`src/rtl/quad_pkg.sv`:
```
// Shared definitions for the copter command link: opcodes, response codes and frame states.
package quad_pkg;

  localparam logic [7:0] CMD_SET_PITCH  = 8'h02;
  localparam logic [7:0] CMD_SET_ROLL   = 8'h03;
  localparam logic [7:0] CMD_SET_YAW    = 8'h04;
  localparam logic [7:0] CMD_SET_THRST  = 8'h05;
  localparam logic [7:0] CMD_CALIBRATE  = 8'h06;
  localparam logic [7:0] CMD_EMER_LAND  = 8'h07;
  localparam logic [7:0] CMD_MOTORS_OFF = 8'h08;

  localparam logic [7:0] RESP_ACK = 8'hA5;

  typedef enum logic [1:0] {
    IDLE = 2'd0,
    HIGH = 2'd1,
    LOW  = 2'd2
  } frame_state_t;

endpackage

```
`src/rtl/uart_trx.sv`:
```
// Full-duplex UART bit engines: 8N1 receiver with framing-error detect and a 10-bit shift transmitter.
module uart_trx #(
  parameter int BAUD_DIV = 2604
) (
  input  logic       clk,
  input  logic       rst_n,
  input  logic       rx,
  output logic [7:0] rx_data,
  output logic       rx_rdy,
  output logic       rx_ferr,
  input  logic [7:0] tx_data,
  input  logic       trmt,
  output logic       tx,
  output logic       tx_done
);

  localparam int BW = $clog2(BAUD_DIV);
  localparam logic [BW-1:0] FULL = BW'(BAUD_DIV - 1);
  localparam logic [BW-1:0] HALF = BW'(BAUD_DIV / 2 - 1);
  localparam logic [BW-1:0] ONE  = BW'(1);

  logic          rx_s1, rx_s2, rx_prev;
  logic          rx_busy;
  logic [BW-1:0] rx_baud;
  logic [3:0]    rx_bit;
  logic [7:0]    rx_shift;

  logic          tx_busy;
  logic [BW-1:0] tx_baud;
  logic [3:0]    tx_bit;
  logic [9:0]    tx_shift;

  // Receiver: rx_bit 0 is the start bit, 1..8 data LSB first, 9 the stop bit.
  always_ff @(posedge clk or negedge rst_n) begin
    if (!rst_n) begin
      rx_s1    <= 1'b1;
      rx_s2    <= 1'b1;
      rx_prev  <= 1'b1;
      rx_busy  <= 1'b0;
      rx_baud  <= '0;
      rx_bit   <= 4'd0;
      rx_shift <= 8'h00;
      rx_data  <= 8'h00;
      rx_rdy   <= 1'b0;
      rx_ferr  <= 1'b0;
    end else begin
      rx_s1   <= rx;
      rx_s2   <= rx_s1;
      rx_prev <= rx_s2;
      rx_rdy  <= 1'b0;
      rx_ferr <= 1'b0;
      if (!rx_busy) begin
        if (rx_prev && !rx_s2) begin
          rx_busy <= 1'b1;
          rx_baud <= HALF;
          rx_bit  <= 4'd0;
        end
      end else if (rx_baud != '0) begin
        rx_baud <= rx_baud - ONE;
      end else begin
        rx_baud <= FULL;
        if (rx_bit == 4'd0) begin
          if (rx_s2) rx_busy <= 1'b0;
          else       rx_bit  <= 4'd1;
        end else if (rx_bit <= 4'd8) begin
          rx_shift <= {rx_s2, rx_shift[7:1]};
          rx_bit   <= rx_bit + 4'd1;
        end else begin
          rx_busy <= 1'b0;
          if (rx_s2) begin
            rx_data <= rx_shift;
            rx_rdy  <= 1'b1;
          end else begin
            rx_ferr <= 1'b1;
          end
        end
      end
    end
  end

  // Transmitter: tx always mirrors tx_shift[0] of the bit currently on the line.
  always_ff @(posedge clk or negedge rst_n) begin
    if (!rst_n) begin
      tx_busy  <= 1'b0;
      tx_baud  <= '0;
      tx_bit   <= 4'd0;
      tx_shift <= 10'h3FF;
      tx       <= 1'b1;
      tx_done  <= 1'b0;
    end else if (!tx_busy) begin
      tx <= 1'b1;
      if (trmt) begin
        tx_busy  <= 1'b1;
        tx_baud  <= FULL;
        tx_bit   <= 4'd0;
        tx_shift <= {1'b1, tx_data, 1'b0};
        tx       <= 1'b0;
        tx_done  <= 1'b0;
      end
    end else if (tx_baud != '0) begin
      tx_baud <= tx_baud - ONE;
    end else begin
      tx_baud <= FULL;
      if (tx_bit == 4'd9) begin
        tx_busy <= 1'b0;
        tx_done <= 1'b1;
        tx      <= 1'b1;
      end else begin
        tx_shift <= {1'b1, tx_shift[9:1]};
        tx       <= tx_shift[1];
        tx_bit   <= tx_bit + 4'd1;
      end
    end
  end

endmodule

```
`src/rtl/uart_cmd_wrapper.sv`:
```
// Assembles 3-byte host frames {cmd, data_hi, data_lo} into cmd/data with a cmd_rdy level,
// and forwards single response bytes to the host.
module uart_cmd_wrapper
  import quad_pkg::*;
#(
  parameter int BAUD_DIV = 2604,
  parameter int FRAME_TO = 1000000
) (
  input  logic        clk,
  input  logic        rst_n,
  input  logic        RX,
  output logic        TX,
  output logic        cmd_rdy,
  output logic [7:0]  cmd,
  output logic [15:0] data,
  input  logic        clr_cmd_rdy,
  input  logic [7:0]  resp,
  input  logic        send_resp,
  output logic        resp_sent
);

  localparam int TW = $clog2(FRAME_TO + 1);
  localparam logic [TW-1:0] TO_LOAD = TW'(FRAME_TO);
  localparam logic [TW-1:0] TO_ONE  = TW'(1);

  logic [7:0]   rx_data;
  logic         rx_rdy, rx_ferr;
  frame_state_t state;
  logic [7:0]   cmd_shadow, data_hi;
  logic [TW-1:0] to_cnt;

  uart_trx #(.BAUD_DIV(BAUD_DIV)) u_trx (
    .clk     (clk),
    .rst_n   (rst_n),
    .rx      (RX),
    .rx_data (rx_data),
    .rx_rdy  (rx_rdy),
    .rx_ferr (rx_ferr),
    .tx_data (resp),
    .trmt    (send_resp),
    .tx      (TX),
    .tx_done (resp_sent)
  );

  // Completion is written after the clear so a same-cycle clr_cmd_rdy loses.
  always_ff @(posedge clk or negedge rst_n) begin
    if (!rst_n) begin
      state      <= IDLE;
      cmd_shadow <= 8'h00;
      data_hi    <= 8'h00;
      cmd        <= 8'h00;
      data       <= 16'h0000;
      cmd_rdy    <= 1'b0;
      to_cnt     <= '0;
    end else begin
      if (clr_cmd_rdy) cmd_rdy <= 1'b0;
      if (rx_ferr) begin
        state <= IDLE;
      end else if (rx_rdy) begin
        case (state)
          IDLE: begin
            cmd_shadow <= rx_data;
            cmd_rdy    <= 1'b0;
            to_cnt     <= TO_LOAD;
            state      <= HIGH;
          end
          HIGH: begin
            data_hi <= rx_data;
            to_cnt  <= TO_LOAD;
            state   <= LOW;
          end
          LOW: begin
            cmd     <= cmd_shadow;
            data    <= {data_hi, rx_data};
            cmd_rdy <= 1'b1;
            state   <= IDLE;
          end
          default: state <= IDLE;
        endcase
      end else if (state != IDLE) begin
        if (to_cnt == '0) state  <= IDLE;
        else              to_cnt <= to_cnt - TO_ONE;
      end
    end
  end

endmodule

```
`config.mk`:
```
export PLATFORM = sky130hd
export DESIGN_NAME = uart_cmd_wrapper
export DESIGN_NICKNAME = d
export VERILOG_FILES = /design/src/rtl/quad_pkg.sv /design/src/rtl/uart_trx.sv /design/src/rtl/uart_cmd_wrapper.sv
export SDC_FILE = /design/constraint.sdc
export NUM_CORES = 1
export LEC_CHECK = 0
export CAP_MARGIN = 25
export CORE_MARGIN = 10
export CORE_UTILIZATION = 45
export DETAILED_ROUTE_END_ITERATION = 10
export SLEW_MARGIN = 20
export SYNTH_ARGS = -nofsm -noshare
export SYNTH_HDL_FRONTEND = slang
export SYNTH_SLANG_ARGS = --single-unit
```
`constraint.sdc`:
```
create_clock -name clk -period 4.36 [get_ports clk]
set_input_delay 1.09 -clock clk [delete_from_list [all_inputs] [get_ports clk]]
set_output_delay 1.09 -clock clk [all_outputs]
set_load 0.02 [all_outputs]
```
==> out/qor.yml, run 1 <==
placement:
  placedInstanceArea_sq_um: 6760
  routabilityCongestion: 0.815
  portBuffers: 39
  hpwl_um: 8770
finish:
  drive_above_1_share: 0.197
  nNetsFinal: 620
  syn_to_final_growth_pct: 17.3
  diodes: 0
  final_area_sq_um: 7300
pwr:
  p_leak_nw: 3.25
  power_mw: 3.18
  p_per_area_nw_per_um2: 435
  ir_worst_vdd_v: 0.000261
clocking:
  ctsResizeCount: 0
  clkTransAtPathRegs_ns: 0.06
  numCtsBuffers: 17
  cts_setup_buffers: 0
  cts_num_sinks: 128
  clk-insertion-delay-late_ns: 0.42
  cts_buffer_depth: 2
  cts_tree: "yes"
  clockRootBuffer: "clkbuf_16"
  cts_hold_buf: 0
  htreeDepth: 4
synthesis:
  synth-seq-cells: 128
  synth_cells: 566
  synth_top_cell_by_area: "dfrtp_1"
  yosys_warnings: 0
  synth_top_area_frac: 0.466
  synth_area_sq_um: 6220
  synthTopCellsByCount: "dfrtp_1 (116), mux2_2 (49), nand2_1 (39)"
  async_reset_ff_frac: 1.00
  synth_nets: 589
  yosys-top-cells-area: "dfrtp_1 (47%), mux2_2 (8.9%), dfstp_2 (5.1%), nand2_1 (2.4%), ha_1 (2.0%)"
  synth_edf_count: 0
  synth.most_common_cell: "dfrtp_1"
  postSynthAreaPerCell_sq_um: 11.0
  synthFlopType: "dfrtp_1"
  synth.distinct_cells: 64
  ys_seq_area_frac: 0.517
timing:
  fin_setup_tns_ns: 0
  maxSlewViolCount: 0
  min_period_ns: 2.84
  grt_setup_unrepaired: "false"
  fmax_ghz: 0.352
  finalSetupViolCount: 0
  tightest_slew_ns: 0.752
  finalCritPeriodShare: 0.652
  slew_headroom: 0.499
  skew_ns: 0.00939
  hold_viol_final: 0
routing:
  ant_nets: 0
  wl_met1_um: 5780
  drtIter0Drc: 321
  vias_per_cell: 5.75
  vias: 4523
  met2_length_um: 6170
  firstDrtPassIters: 5
  route.detailed.drc: 0
  wl_per_cell_um: 16.4
  wl_met3_um: 745
  finalWirelength_um: 12900
  highest_layer: "met4"
grt:
  antenna_found_initial: 0
  grt_max_degree: 77
  grt_first_pass_wirelength_um: 22300
  grt_pass1_vias: 4585
  grt-ovfl-total: 0
  track_usage: 0.146
floorplan:
  rows: 42
  fp.coreArea_sq_um: 13400
  die_width_um: 138
  start_util: 0.465
  die_h_um: 138
  dieArea_sq_um: 18900
  io_pins: 40
outcome:
  outcome: "completed"
worst_setup_path:
  start_kind: "register"
  cp.arrival_ns: 3.15
  crit_type: "reg2reg"
  endpoint_kind: "register"
  critPathMaxFanout: 15
  required_ns: 4.66
hold_path:
  worstHoldPathType: "reg2reg"
flow_run:
  maxCapViolCount: 0
==> placed cells by master, fill, tap and decap left out, types with 4 or more instances in the layout <==
master / synthesis / final
nor2_1: 20 / 20
mux2_4: 8 / 8
a31oi_1: 13 / 13
or2_2: 5 / 5
or3_1: 11 / 11
nor3_1: 21 / 20
nand4_1: 11 / 11
mux2_2: 49 / 49
nor4_1: 17 / 17
a21o_1: 6 / 6
o211ai_1: 6 / 6
or4_1: 6 / 6
ha_1: 10 / 10
nor2b_1: 7 / 7
nand2_1: 39 / 39
clkinv_4: 0 / 4
and2_1: 6 / 6
dfrtp_1: 116 / 116
o22ai_1: 4 / 4
clkbuf_16: 0 / 17
clkinv_2: 0 / 4
nand3_1: 11 / 11
a211oi_1: 10 / 10
o31ai_1: 7 / 7
dfstp_2: 12 / 12
o41ai_1: 6 / 6
o21ai_0: 19 / 19
mux2i_1: 12 / 12
a21oi_1: 24 / 24
clkdlybuf4s50_1: 0 / 38
nand2b_1: 7 / 7
inv_1: 20 / 20
inv_6: 0 / 4
==> layer usage <==
| layer | vias up | GRT usage |
|---|---|---|
| met4 | 0 | 0.0539 |
| met1 | 2231 | 0.183 |
| met3 | 16 | 0.0473 |
| met5 | - | 0 |
| met2 | 107 | 0.231 |
| li1 | 2169 | - |
==> sequential cells by signal, indices dropped and copies added (netlist names) <==
| register | cells |
|---|---|
| cmd_rdy | 1 |
| u_trx.rx_s1 | 1 |
| state | 2 |
| data | 16 |
| u_trx.rx_rdy | 1 |
| u_trx.rx_ferr | 1 |
| u_trx.tx_done | 1 |
| u_trx.rx_data | 8 |
| u_trx.tx_shift | 8 |
| u_trx.rx_bit | 4 |
| u_trx.tx_baud | 12 |
| u_trx.tx | 1 |
| u_trx.rx_s2 | 1 |
| u_trx.rx_prev | 1 |
| u_trx.rx_busy | 1 |
| u_trx.rx_shift | 8 |
| cmd | 8 |
| data_hi | 8 |
| u_trx.tx_bit | 4 |
| u_trx.tx_busy | 1 |
| to_cnt | 20 |
| cmd_shadow | 8 |
| u_trx.rx_baud | 12 |
==> cell families (layout without fill, tap and decap cells) <==
family | after synthesis | in the layout | synth area share
AOI/OAI and AO/OA | 118 | 118 | 0.126
buffers and inverters | 51 | 95 | 0.0320
adders and majority gates | 10 | 10 | 0.0201
and+or+nand+nor | 186 | 186 | 0.172
muxes | 69 | 69 | 0.127
DFF | 128 | 128 | 0.517
xor gates and xnor gates | 4 | 4 | 0.00563
==> stage by stage <==
stage	cells	util	worst slack (ns)	hold slack, ns
after global placement	753	0.503	1.58	0.352
after floorplan	566	-	2.04	0.345
after CTS	786	0.545	1.51	0.360
after detailed placement	754	0.504	1.48	0.351
after global routing	786	0.545	1.35	0.365
final	786	0.545	1.52	0.357
==> critical path: stages, from the launching register on <==
cell,delay [ns]
dfrtp_1,0.42
inv_1,0.12
ha_1,0.14
or4b_4,0.49
nor3_4,0.46
or4b_1,0.73
mux2_4,0.38
==> worst paths after layout <==
check,start,end,slack (ns),cells past startpoint
setup / recovery,u_trx.rx_baud[0],u_trx.rx_shift[5],1.52,6
hold / removal,u_trx.rx_s1,u_trx.rx_s2,0.36,0
setup reg to reg,u_trx.rx_baud[0],u_trx.rx_shift[5],1.52,6
hold reg to reg,u_trx.rx_s1,u_trx.rx_s2,0.36,0
max in group asynchronous,rst_n,u_trx.rx_s1,2.79,2
min in group asynchronous,rst_n,to_cnt[13],0.72,1
==> area by class of cell <==
class                           instances  area, sq um
Clock buffer                           17          425
Clock inverter                         15          113
Fill cell                            1169         6100
Inverter                               20         75.1
Multi-Input combinational cell        387         2810
Sequential cell                       128         3220
Tap cell                              176          220
Timing Repair Buffer                   43          438
==> where the power goes <==
| part | internal, mW | total, mW | switching [mW] |
|---|---|---|---|
| logic | 0.189 | 0.411 | 0.223 |
| registers | 1.32 | 1.49 | 0.165 |
| clock network | 0.730 | 1.28 | 0.550 |
| total | 2.24 | 3.18 | 0.937 |
No activity file was read; power rests on OpenSTA's default activity.
==> inputs of run 2 (changes only) <==
==> constraint.sdc (replaced) <==
create_clock -name clk -period 2.7 [get_ports clk]
set_input_delay 0.675 -clock clk [delete_from_list [all_inputs] [get_ports clk]]
set_output_delay 0.675 -clock clk [all_outputs]
set_load 0.02 [all_outputs]
==> out/qor.yml, run 2 (synthesized netlist as in run 1, its figures left out) <==
finish:
  largest-register: "to_cnt"
  mostFrequentLayoutCell: "dfrtp_1"
  largestRegisters: "to_cnt: 20 flops, data: 16 flops"
  most-common-layout-cells: "dfrtp_1 (116), mux2_2 (49), nand2_1 (39)"
  diodes: 0  # unchanged
  stdcell_count: 797  # +1.4%
  final_area_sq_um: 7410  # +1.4%
  syn_to_final_growth_pct: 19.0
  largest_reg_flops: 20  # unchanged
  nNetsFinal: 631  # +1.8%
  final_util: 0.553  # +0.00775
  drive_above_1_share: 0.208  # +0.0110
hold_path:
  worstHoldPathType: "in2async"
grt:
  antenna_found_initial: 0  # unchanged
  grt-ovfl-total: 0  # unchanged
  grt_pass1_vias: 4494  # -2.0%
  grt_max_degree: 47  # -39%
  grt_first_pass_wirelength_um: 22000  # -1.3%
  track_usage: 0.142  # -0.00387
timing:
  grt_setup_unrepaired: "false"
  finalCritPeriodShare: 0.937  # +0.285
  skew_ns: 0.00693  # -0.00246 ns
  tightest_slew_ns: 0.752  # -0.00000954 ns
  fin_setup_tns_ns: 0  # unchanged
  slew_headroom: 0.499  # about the same
  fmax_ghz: 0.395  # +12%
  min_period_ns: 2.53  # -0.314 ns
  maxSlewViolCount: 0  # unchanged
  hold_viol_final: 0  # unchanged
  finalSetupViolCount: 0  # unchanged
clocking:
  ctsResizeCount: 0  # unchanged
  cts_setup_buffers: 0  # unchanged
  cts_hold_buf: 0  # unchanged
  clkTransAtPathRegs_ns: 0.06  # about the same
  clk-insertion-delay-late_ns: 0.41  # about the same
  clockRootBuffer: "clkbuf_16"
  numCtsBuffers: 17  # unchanged
  cts_num_sinks: 128  # unchanged
  cts_buffer_depth: 2  # unchanged
  htreeDepth: 4  # unchanged
  cts_tree: "yes"
worst_setup_path:
  cpMaxStageDelayCell: "or4b_1"
  crit_chain: "inv_1, ha_1, or4b_4, nor3_4, or4b_1, mux2_4"
  required_ns: 2.99  # -1.67 ns
  cp.arrival_ns: 2.82  # -0.33 ns
  start_kind: "register"
  crit_type: "reg2reg"
  endpoint_kind: "register"
  critPathMaxFanout: 8  # -7
  cpPeakStageDelay_ns: 0.71  # -0.02 ns
flow_run:
  maxCapViolCount: 0  # unchanged
floorplan:
  die_width_um: 138  # unchanged
  dieArea_sq_um: 18900  # unchanged
  fp.coreArea_sq_um: 13400  # unchanged
  io_pins: 40  # unchanged
  start_util: 0.465  # unchanged
  rows: 42  # unchanged
  die_h_um: 138  # unchanged
placement:
  routabilityCongestion: 0.828  # +1.5%
  dp.cells: 765  # +1.5%
  placedInstanceArea_sq_um: 6850  # +1.3%
  portBuffers: 39  # unchanged
  hpwl_um: 8790  # +0.29%
routing:
  wl_met1_um: 5980  # +3.5%
  wl_per_cell_um: 16.3  # -0.75%
  wl_met3_um: 624  # -16%
  highest_layer: "met4"
  route.detailed.drc: 0  # unchanged
  firstDrtPassIters: 5  # unchanged
  finalWirelength_um: 13000  # +0.64%
  drtIter0Drc: 340  # +5.9%
  vias_per_cell: 5.68  # -1.3%
  met2_length_um: 6200  # +0.57%
  ant_nets: 0  # unchanged
  vias: 4525  # +0.044%
outcome:
  outcome: "completed"
pwr:
  power_mw: 5.24  # +65%
  ir_worst_vdd_v: 0.000459  # +76%
  p_per_area_nw_per_um2: 707  # +62%
  p_leak_nw: 3.31  # +1.9%
## run 2: changes by cell type in the layout (fill, tap and decap cells not counted), sizes merged
cell,change
clkbuf,+1
bufinv,+1
buf,+11
clkinvlp,-1
clkinv,-4
inv,+3
## run 2: area by class of cell
type	instances	area [sq um]
clock buffers	18	429
fillers	1183	5990
multi-input cells	387	2810
clock inverters	14	130
repair buffers	54	526
well taps	176	220
flip-flops and latches	128	3220
inverters	20	75.1
## run 2: final timing paths
kind / startpoint / to / slack [ns] / cells after the start
max: u_trx.rx_baud[1] / u_trx.rx_shift[2] / 0.17 / 6
min in group clk: u_trx.rx_s1 / u_trx.rx_s2 / 0.36 / 0
max reg2reg: u_trx.rx_baud[1] / u_trx.rx_shift[2] / 0.17 / 6
min: rst_n / to_cnt[13] / 0.26 / 1
max in group asynchronous: rst_n / u_trx.tx_shift[7] / 1.69 / 2
min reg2reg: u_trx.rx_s1 / u_trx.rx_s2 / 0.36 / 0
## run 2: metrics by stage
stage          setup WS (ns)  hold slack (ns)
2_1_floorplan          0.381            0.345
3_3_place_gp           0.249            0.348
3_5_place_dp           0.190            0.350
4_1_cts                0.172            0.274
5_1_grt               0.0766            0.305
6_report               0.169            0.256
## run 2: worst max-delay path: cells and delay by family (launching register included)
family / cells / cell delay, ns
AND/OR/NAND/NOR: 3 / 1.33
flip-flops: 1 / 0.42
multiplexers: 1 / 0.39
adder cells (fa/ha/maj): 1 / 0.15
buffers and inverters: 1 / 0.13
## run 2: where the power goes
group	internal, mW	switching (mW)
logic	0.315	0.358
clock network	1.28	0.894
registers	2.13	0.255
total	3.73	1.51
## run 2: per-layer routing
layer  track usage  vias to the layer above
li1              -                     2187
met1         0.182                     2243
met2         0.228                       82
met3        0.0371                       13
met4        0.0504                        0
met5             0                        -
==> inputs of run 3 (changes only) <==
--- a/config.mk
+++ b/config.mk
@@ -7,8 +7,10 @@
 export LEC_CHECK = 0
 export CAP_MARGIN = 25
 export CORE_MARGIN = 10
-export CORE_UTILIZATION = 45
+export CORE_UTILIZATION = 59
 export DETAILED_ROUTE_END_ITERATION = 10
+export HOLD_SLACK_MARGIN = 0.03
+export PLACE_DENSITY = 0.81
 export SLEW_MARGIN = 20
 export SYNTH_ARGS = -nofsm -noshare
 export SYNTH_HDL_FRONTEND = slang
==> out/qor.yml, run 3 (synthesized netlist as in run 1, its figures left out) <==
finish:
  largest-register: "to_cnt"
  nNetsFinal: 634  # +0.48%
  largest_reg_flops: 20  # unchanged
  register_area_sq_um: 3220  # unchanged
  multi_input_area_sq_um: 2810  # unchanged
  most-common-layout-cells: "dfrtp_1 (116), mux2_2 (49), nand2_1 (39)"
  mostFrequentLayoutCell: "dfrtp_1"
  final_util: 0.717  # +0.164
  largestRegisters: "to_cnt: 20 flops, data: 16 flops"
  syn_to_final_growth_pct: 18.9  # about the same
  diodes: 0  # unchanged
  fillers: 684  # -42%
  drive_above_1_share: 0.213  # +0.00541
  final_area_sq_um: 7400  # about the same
placement:
  hpwl_um: 8980  # +2.2%
  routabilityCongestion: 0.870  # +5.1%
  portBuffers: 39  # unchanged
  placedInstanceArea_sq_um: 6810  # -0.51%
floorplan:
  die_h_um: 123  # -11%
  die_width_um: 123  # -11%
  io_pins: 40  # unchanged
  start_util: 0.603  # +0.138
  dieArea_sq_um: 15100  # -20%
  rows: 37  # -12%
  fp.coreArea_sq_um: 10300  # -23%
flow_run:
  maxCapViolCount: 0  # unchanged
clocking:
  numCtsBuffers: 17  # unchanged
  cts_num_sinks: 128  # unchanged
  cts_buffer_depth: 2  # unchanged
  clockRootBuffer: "clkbuf_8"
  htreeDepth: 4  # unchanged
  ctsResizeCount: 0  # unchanged
  cts_hold_buf: 0  # unchanged
  cts_tree: "yes"
  clkTransAtPathRegs_ns: 0.07  # about the same
  clk-insertion-delay-late_ns: 0.53  # +0.12 ns
worst_setup_path:
  reg2reg_from: "u_trx.rx_baud[0]"
  required_ns: 3.11  # +0.12 ns
  start_kind: "register"
  r2r_end: "u_trx.rx_shift[0]"
  endpoint_kind: "register"
  cp.arrival_ns: 2.96  # +0.14 ns
  crit_type: "reg2reg"
  critPathMaxFanout: 8  # unchanged
  reg2reg_depth: 6  # unchanged
  reg2reg_slack_ns: 0.15  # -0.02 ns
grt:
  antenna_found_initial: 0  # unchanged
  grt_pass1_vias: 4720  # +5.0%
  grt-ovfl-total: 0  # unchanged
  track_usage: 0.189  # +0.0470
  grt_first_pass_wirelength_um: 23200  # +5.4%
  grt_max_degree: 56  # +19%
timing:
  maxSlewViolCount: 0  # unchanged
  min_period_ns: 2.55  # +0.0210 ns
  fin_setup_tns_ns: 0  # unchanged
  slew_headroom: 0.530  # +0.0312
  hold_viol_final: 0  # unchanged
  finalCritPeriodShare: 0.945  # +0.00778
  finalSetupViolCount: 0  # unchanged
  fmax_ghz: 0.392  # -0.82%
  skew_ns: 0.0111  # +0.00422 ns
  grt_setup_unrepaired: "false"
  tightest_slew_ns: 0.705  # -0.0469 ns
routing:
  route.detailed.drc: 0  # unchanged
  vias: 4691  # +3.7%
  finalWirelength_um: 13600  # +4.8%
  firstDrtPassIters: 5  # unchanged
  drtIter0Drc: 423  # +24%
  vias_per_cell: 6.17  # +8.7%
  wl_per_cell_um: 17.9  # +9.9%
  ant_nets: 0  # unchanged
pwr:
  combPwrFrac: 0.128  # about the same
  p_per_area_nw_per_um2: 716  # +1.3%
  seqPwrFrac: 0.451  # -0.005
  p_switching_mw: 1.58  # +5.1%
  power.internal_mw: 3.72  # -0.28%
  p_leak_nw: 3.34  # +0.84%
  switching_share: 0.299  # +0.0109
  ir_worst_vdd_v: 0.000462  # +0.53%
  clockPowerShare: 0.420  # +0.005
outcome:
  outcome: "completed"
hold_path:
  worstHoldPathType: "in2async"
-- run 3: worst max path at each step --
| stage | from | end | slack, ns | depth (start not counted) |
|---|---|---|---|---|
| after floorplan | u_trx.rx_baud[0] | u_trx.rx_shift[0] | 0.38 | 7 |
| final | u_trx.rx_baud[0] | u_trx.rx_shift[0] | 0.15 | 6 |
| after CTS | u_trx.rx_baud[0] | u_trx.rx_data[3] | 0.16 | 7 |
| after detailed placement | u_trx.rx_baud[0] | u_trx.rx_shift[5] | 0.17 | 6 |
| after global routing | u_trx.rx_baud[0] | u_trx.rx_shift[7] | 0.04 | 6 |
| after global placement | u_trx.rx_baud[0] | u_trx.rx_shift[5] | 0.26 | 6 |
-- run 3: power groups by stage --
stage               Sequential (mW)  Clock, mW  Combinational [mW]
floorplan                      2.33          0               0.528
global placement               2.39          0               0.636
detailed placement             2.41          0               0.679
CTS                            2.38       2.26               0.685
global route                   2.43       2.35               0.782
finish                         2.39       2.23               0.681
-- run 3: final cells by class --
class | count | area share
Multi-Input combinational cell | 387 | 0.379
Sequential cell | 128 | 0.435
Tap cell | 136 | 0.0230
Clock inverter | 15 | 0.0228
Inverter | 20 | 0.0101
Timing Repair Buffer | 57 | 0.0740
Clock buffer | 17 | 0.0559
-- run 3: per-layer routing --
metal	vias to the layer above	track usage	wire length, um
li1	2201	-	-
met1	2290	0.229	5670
met2	167	0.321	6930
met3	33	0.0450	707
met4	0	0.0722	268
met5	-	0	0
-- run 3: per-stage QoR --
stage               hold WS [ns]  setup slack [ns]  cells  total power, mW
floorplan                  0.345             0.381    566             2.86
global placement           0.347             0.264    727             3.03
detailed placement         0.350             0.172    727             3.09
CTS                        0.116             0.156    759             5.33
global route               0.136            0.0362    760             5.56
finish                     0.111             0.148    760             5.30
-- run 3: timing repair --
action                     in CTS  in global routing
hold endpoints to repair        0                  0
setup buffers                   0                  1
setup endpoints to repair       0                  8
-- run 3: critical path, cell delays in order (launching register included) --
cell and delay (ns):
dfrtp_1 0.42, inv_1 0.13, ha_1 0.15, or4b_4 0.49, nor3_4 0.14, or4b_1 0.71, mux2_4 0.39
